## src/rtl/mmv_ram_slave.sv

```systemverilog
// MemoryMapped slave backed by a 2^AWIDTH-word RAM, cleared to INITVAL after reset,
// returning read data after a fixed RDLATENCY-cycle pipeline.
module mmv_ram_slave #(
    parameter int                DWIDTH    = 8,
    parameter int                AWIDTH    = 4,
    parameter int                RDLATENCY = 2,
    parameter logic [DWIDTH-1:0] INITVAL   = '0
) (
    input  logic              reset,
    input  logic              clk,
    input  logic [AWIDTH-1:0] s_addr,
    input  logic              s_wreq,
    input  logic [DWIDTH-1:0] s_wdat,
    input  logic              s_rreq,
    output logic [DWIDTH-1:0] s_rdat,
    output logic              s_rval,
    output logic              s_busy,
    input  logic              stall,
    output logic              init_done
);

    localparam int DEPTH = 1 << AWIDTH;

    typedef enum logic {
        ST_INIT,
        ST_READY
    } state_t;

    state_t              r_state;
    logic [AWIDTH-1:0]   r_cnt;
    logic                r_init_done;
    logic [DWIDTH-1:0]   r_mem [DEPTH];
    logic [RDLATENCY-1:0] r_vld;
    logic [DWIDTH-1:0]   r_dat [RDLATENCY];

    logic w_busy;
    logic w_rd_acc;
    logic w_wr_acc;

    assign w_busy   = (r_state != ST_READY) || stall;
    assign w_rd_acc = s_rreq && !w_busy;
    assign w_wr_acc = s_wreq && !w_busy;

    // NOTE: sequential state uses non-blocking assignments so every flop samples
    // pre-edge values; this is also what gives read-before-write on a shared edge.
    always_ff @(posedge clk or negedge reset) begin
        if (!reset) begin
            r_state     <= ST_INIT;
            r_cnt       <= '0;
            r_init_done <= 1'b0;
        end else if (r_state == ST_INIT) begin
            r_cnt <= r_cnt + 1'b1;
            if (&r_cnt) begin
                r_state     <= ST_READY;
                r_init_done <= 1'b1;
            end
        end
    end

    // NOTE: the RAM array has no reset; the post-reset clear sweep initialises it,
    // which keeps it mappable onto plain memory cells.
    always_ff @(posedge clk) begin
        if (r_state == ST_INIT) begin
            r_mem[r_cnt] <= INITVAL;
        end else if (w_wr_acc) begin
            r_mem[s_addr] <= s_wdat;
        end
    end

    // Data stages only advance behind a valid bit, so s_rdat holds between responses.
    always_ff @(posedge clk or negedge reset) begin
        if (!reset) begin
            r_vld <= '0;
            for (int i = 0; i < RDLATENCY; i++) begin
                r_dat[i] <= '0;
            end
        end else begin
            r_vld[0] <= w_rd_acc;
            if (w_rd_acc) begin
                r_dat[0] <= r_mem[s_addr];
            end
            for (int i = 1; i < RDLATENCY; i++) begin
                r_vld[i] <= r_vld[i-1];
                if (r_vld[i-1]) begin
                    r_dat[i] <= r_dat[i-1];
                end
            end
        end
    end

    assign s_rdat    = r_dat[RDLATENCY-1];
    assign s_rval    = r_vld[RDLATENCY-1];
    assign s_busy    = w_busy;
    assign init_done = r_init_done;

endmodule
```

## config.mk

```make
export PLATFORM = sky130hd
export DESIGN_NAME = mmv_ram_slave
export DESIGN_NICKNAME = d
export VERILOG_FILES = /design/src/rtl/mmv_ram_slave.sv
export SDC_FILE = /design/constraint.sdc
export NUM_CORES = 1
export LEC_CHECK = 0
export ABC_CLOCK_PERIOD_IN_PS = 2700
export BUFFER_PORTS_ARGS = -buffer_cell sky130_fd_sc_hd__buf_2
export CORE_MARGIN = 5
export CORE_UTILIZATION = 50
export CTS_BUF_LIST = sky130_fd_sc_hd__clkbuf_4 sky130_fd_sc_hd__clkbuf_8
export DETAILED_ROUTE_END_ITERATION = 12
export PLACE_DENSITY = 0.67
export RECOVER_POWER = 25
export SETUP_SLACK_MARGIN = 0.02
export SYNTH_ARGS = -nofsm -noshare
export SYNTH_HDL_FRONTEND = slang
export SYNTH_SLANG_ARGS = --single-unit
```

## constraint.sdc

```tcl
create_clock -name clk -period 2.7 [get_ports clk]
set_input_delay 0.54 -clock clk [delete_from_list [all_inputs] [get_ports clk]]
set_output_delay 0.54 -clock clk [all_outputs]
set_load 0.02 [all_outputs]
```

== Yosys cells after proc, flatten, opt, wreduce, memory -nomap -nowiden ==
Memories as Yosys holds them, arrays and structs flattened. A register that Yosys moved wholly into a read port is not among the register bits.
Cells that the tools add are included.
Widths: inputs -> output; s select.

* Register bits after elaboration: 16
* RAM bits: 128
* Output and inout bits: 11
* Logic and storage cells: 25
* Memories kept: 1

* $add $sub $neg: 1
* Mux-type cells: 9
* Bitwise logic cells: 1
* Reduce and logical (&&, ||, !) cells: 8

{| class="wikitable"
|+ Memories
! name !! depth !! width !! rd ports !! clocked after Yosys merged registers in !! write ports !! RTL line !! RTL
|-
| r_mem || 16 || 8 || 1 || 1 || 1 || 32 || <nowiki>logic [DWIDTH-1:0] r_mem [DEPTH];</nowiki>
|}

{| class="wikitable"
|+ Operator list
! kind !! number
|-
| $mux 8 || 1
|-
| $reduce_or 8->1 || 1
|-
| $mux 1 || 7
|-
| $reduce_and 5->1 || 1
|-
| $add 4x1->4 const B || 1
|-
| $mux 4 || 1
|-
| $reduce_and 4->1 || 1
|-
| $logic_and 1x1->1 || 2
|-
| $logic_not 1->1 || 2
|-
| $logic_or 1x1->1 || 1
|-
| $not 1->1 || 1
|}

== Depth between registers and ports, before layout ==
* Word-level depth: 9
* Gate-level depth with buffers: 6
* Depth with buffers taken out: 4

== Worst setup path after synthesis ==
Ideal clock, no wire load.

* Path kind: input port to flip-flop
* From: input port s_addr[1]
* To: memory r_mem[15][0], enable pin
* Library setup time: 0.370 ns
* Arrival: 1.750 ns
* Required time: 2.330 ns
* Setup slack: 0.580 ns
* Cell stages on the path: 5
* Path through: buf_2 buf_2 buf_4 a31oi_1 nor2_1

* Word-level cells in the longest chain between the ends: 1

{| class="wikitable"
|+ Ends and longest elaborated chain
! what !! RTL line !! RTL
|-
| start: declaration || 11 || <nowiki>input logic [AWIDTH-1:0] s_addr,</nowiki>
|-
| $mux 4 (no line) || - ||
|-
| end: declaration || 32 ||
|}

Every way passes these cells.

== Worst setup path in the final report ==
* From: register r_state
* To: memory r_mem[11][0], enable pin

* Word-level cells in the longest chain between the ends: 9
* Elaborated cells on any way between the ends: 11
* Those cells by class: mux: 6; bitwise: 1; reduce/logical: 4

{| class="wikitable"
|+ Ends and longest elaborated chain
! what !! RTL line !! RTL
|-
| start: declaration || 29 || <nowiki>state_t r_state;</nowiki>
|-
| start signal: assignment || 48 || <nowiki>r_state <= ST_INIT;</nowiki>
|-
| start signal: assignment || 54 || <nowiki>r_state <= ST_READY;</nowiki>
|-
| $not 1->1 || - ||
|-
| $logic_or 1x1->1 || 40 || <nowiki>assign w_busy = (r_state != ST_READY) || stall;</nowiki>
|-
| $logic_not 1->1 || 42 || <nowiki>assign w_wr_acc = s_wreq && !w_busy;</nowiki>
|-
| $logic_and 1x1->1 || 42 ||
|-
| $mux 1 || 65 || <nowiki>end else if (w_wr_acc) begin</nowiki>
|-
| $mux 1 || 63 || <nowiki>if (r_state == ST_INIT) begin</nowiki>
|-
| $mux 1 (implied by the code) || 66 || <nowiki>r_mem[s_addr] <= s_wdat;</nowiki>
|-
| $reduce_or 8->1 (no line) || - ||
|-
| $mux 4 (no line) or $mux 1 (tied branches) || - ||
|}

Several ways; a longest one is shown, not always the timed one.

==> results.txt <==
- The die covers 14,500 sq um.
* CTS H-Tree Depth: 4
- Worst-path fanout max: 15
- Final setup violating endpoints: 0
* Total clock sinks: 152
- Cell type of the slowest stage on the worst timing path: sky130_fd_sc_hd__nor2_1
* Synthesized cell area: 6100 sq um
- CP Data Arrival Time: 2.41 ns
- The number of global-route vias before repair was 2,995.
- The startpoint identified for the worst register-to-register timing path is r_state$_DFF_PN0_.
* Average wire length per cell after detail routing: 22.6 microns
- Post-Synthesis Mean Instance Area: 19.5 sq um
- In the synthesized netlist, the number of instances is 312.
- In the final timing run, aggregate negative setup slack is 0 ns.
- Traced cell by cell, the critical path runs through and3b_1 > a31oi_1 > nor2_1.
- In this run the tightest slew margin relative to its limit is 0.113.
- Depth of the worst register-to-register path: 3
- The tool flagged a number of max-cap violations equal to 0.
- Counting instances in the post-synthesis netlist gives the leading cell types as sky130_fd_sc_hd__edfxtp_1, sky130_fd_sc_hd__dfrtp_1, sky130_fd_sc_hd__nor2_1, sky130_fd_sc_hd__mux2_2, sky130_fd_sc_hd__mux4_1.
- Fmax: 424 MHz
- For the pin with the worst max-slew slack, the measured transition is 1.33 ns.
- Core box area: 12,000 sq um
- Number of buffer and inverter stages on the critical path: 0
* Maximum number of pins on one net before global-route repair: 25
* Post-synthesis net count: 330
- Remaining routing DRC violations: 0
* Total vias in the final route: 3,019
* Layout cell share with drive strength beyond 1: 0.238
- In the synthesized netlist the dominant register cell turns out to be sky130_fd_sc_hd__edfxtp_1.
- Worst min path class: input port to asynchronous set/reset pin
* R2r endpoint: r_mem[11][0]$_DFFE_PP_
- CTS tree: done
- The number of gates resized after CTS was 0.
- The share of total power dissipated in the clock network is 0.392.
- In this run, post-CTS hold repair placed 0 buffers.
- Top Family by Delay on Critical Path: simple AND/OR/NAND/NOR gates
- Across every metal layer, demand over resource in global routing totals 0.170.
- From synthesis to final layout, the design area changed by 11.0%.
* Crit path capture type: flip-flop
- 0 antenna diodes ended up in the layout.
* Min Tclk post-route: 2.36 ns
* Max clock buf depth: 2
- The number of antenna violations at the first check in global routing was 0.
- In the finished design, the share of the clock period the worst path needs comes to 0.874.
- Pin placement for this block handled 28 I/O pins.
- Final Wtd Congestion: 0.808
- For flop-to-flop paths, the worst setup slack is 0.34 ns.
- The synthesized netlist contains 31 unique library cells.
- The worst-case IR drop observed on VDD is 0.000297 V.
- The first routing iteration left 287 violations.
- Clk Tree Root Cell: sky130_fd_sc_hd__clkbuf_8
- The first global-routing pass estimated 17.6 mm of wire.
* Dominant cells by area after synthesis: sky130_fd_sc_hd__edfxtp_1, sky130_fd_sc_hd__dfrtp_1, sky130_fd_sc_hd__mux4_1
- Standard-cell rows: 40
* Vias/cell: 5.94
- Once detail routing completed, the nets flagged for antenna violations numbered 0.
- The initial utilization of the core area, before any placement, comes to 0.510.
- Die X: 120 microns
* Total wire length: 11.5 mm
* Number of CTS-inserted buffers: 17
- STA puts the critical path data required time at 2.75 ns.
* Static Leakage: 2.64 nW
* Synthesis Warnings: 0
- Later-pin clock latency in the skew report: 0.42 ns
* Number of enable flip-flop cells after synthesis: 128
- Of the synthesized area, sequential elements account for 0.729.
- Power density over the cells: 689 nW/um^2
* Result of the run: complete, no violations
* Max-slew violation count: 0
- Largest area contributor in the netlist: sky130_fd_sc_hd__edfxtp_1
- STA classifies the critical path startpoint as a flip-flop.
* Initial DRT Pass Iterations: 7
- Clk pin slew, worst setup/hold paths: 0.08 ns
- Half-perimeter wire length after detailed placement: 7.57 mm
- Of the total power, the share spent switching nets is 0.206.
- For this run, the share of the core covered by cells in the final layout is 0.566.
- The critical path in this run is classified as flip-flop to flip-flop.
* Skew final: 0.00690 ns
- During placement, the flow inserted port buffers numbering 27.
- The die is 120 microns tall.
- The share of total power dissipated in sequential elements is 0.556.
- Buffers added to address setup during post-CTS repair amount to 0.
- Fraction of synthesized cell area taken by the top area cell type: 0.630
- The synthesized design contains 152 register bits.
- For this run, asynchronously set or reset flops after synthesis account for 0.158.
- The internal portion of the total power is 0.00370 W.
* Switching power of the nets: 0.000960 W
* Most frequently used cell type in the post-synthesis netlist: sky130_fd_sc_hd__edfxtp_1
- Total congestion overflow: 0
- Count of final hold-check violations: 0
* Net count, final: 366
- For this run, the slowest stage of the critical path takes 0.86 ns.
* Share of total power in combinational logic: 0.052
- Setup repair after global routing left no endpoint under its margin.
-- cell families (layout without fill, tap and decap cells) --
kind of cell	count (synthesis)	count (layout)	share of synthesized area
fa+ha+maj	1	1	0.00205
xor+xnor	3	3	0.00431
simple gates	44	44	0.0367
compound gates	27	27	0.0304
mux	58	58	0.171
flops	152	152	0.729
buf+inv	27	76	0.0269
-- through the flow --
| stage | std cells | hold WS [ns] | setup WS, ns | total power (W) | cell area, sq um |
|---|---|---|---|---|---|
| floorplan | 312 | 0.244 | 0.580 | 0.00283 | 6100 |
| global placement | 476 | 0.457 | 0.164 | 0.00289 | 6360 |
| detailed placement | 476 | 0.461 | 0.0617 | 0.00290 | 6360 |
| CTS | 508 | 0.0984 | 0.381 | 0.00470 | 6790 |
| global route | 508 | 0.475 | 0.248 | 0.00484 | 6770 |
| finish | 508 | 0.395 | 0.340 | 0.00466 | 6770 |
-- worst max-delay path by stage --
stage,start,end,cells after the start
global placement,stall,r_mem[1][3]$_DFFE_PP_,4
finish,r_state$_DFF_PN0_,r_mem[11][0]$_DFFE_PP_,3
detailed placement,stall,r_mem[8][4]$_DFFE_PP_,4
CTS,r_state$_DFF_PN0_,r_mem[8][5]$_DFFE_PP_,3
floorplan,s_addr[1],r_mem[15][0]$_DFFE_PP_,5
global route,r_state$_DFF_PN0_,r_mem[3][5]$_DFFE_PP_,3
-- worst reg2reg max path: stages, from the launching register on --
cell	delay, ns
sky130_fd_sc_hd__dfrtp_1	0.35
sky130_fd_sc_hd__and3b_1	0.50
sky130_fd_sc_hd__a31oi_1	0.28
sky130_fd_sc_hd__nor2_1	0.86
-- cell usage in the layout, fill, tap and decap left out, types with 6 or more instances in the layout --
cell / instances
sky130_fd_sc_hd__a22oi_1: 8
sky130_fd_sc_hd__clkbuf_8: 17
sky130_fd_sc_hd__mux2i_1: 11
sky130_fd_sc_hd__mux4_2: 13
sky130_fd_sc_hd__dfrtp_1: 24
sky130_fd_sc_hd__buf_4: 10
sky130_fd_sc_hd__mux4_1: 17
sky130_fd_sc_hd__buf_2: 15
sky130_fd_sc_hd__clkbuf_1: 13
sky130_fd_sc_hd__inv_1: 6
sky130_fd_sc_hd__nor2_1: 20
sky130_fd_sc_hd__mux2_2: 17
sky130_fd_sc_hd__edfxtp_1: 128
sky130_fd_sc_hd__and2_1: 6
-- routing by layer --
| metal | global-route usage | share of wire | vias to the layer above |
|---|---|---|---|
| met4 | 0.0694 | 0.019 | 0 |
| met2 | 0.264 | 0.50 | 137 |
| li1 | - | - | 1325 |
| met5 | 0 | 0 | - |
| met1 | 0.225 | 0.43 | 1537 |
| met3 | 0.0500 | 0.059 | 20 |
-- flip-flops by register name (all words and copies together), names as in the netlist --
| register | cells |
|---|---|
| s_rdat | 8 |
| r_state | 1 |
| r_mem | 128 |
| r_vld | 2 |
| init_done | 1 |
| r_cnt | 4 |
| r_dat | 8 |
-- power groups by stage --
stage | clock network [W] | logic [W] | registers, W
floorplan | 0 | 0.000192 | 0.00264
global placement | 0 | 0.000247 | 0.00264
detailed placement | 0 | 0.000251 | 0.00265
CTS | 0.00185 | 0.000251 | 0.00259
global route | 0.00198 | 0.000262 | 0.00260
finish | 0.00183 | 0.000241 | 0.00259
-- final cells by class --
type                            instances  area (sq um)
Clock buffer                           20           256
Clock inverter                         12           178
Fill cell                             861          5190
Inverter                                6          22.5
Multi-Input combinational cell        133          1490
Sequential cell                       152          4440
Tap cell                              147           184
Timing Repair Buffer                   38           199
Power figures use the tool's default switching activity.
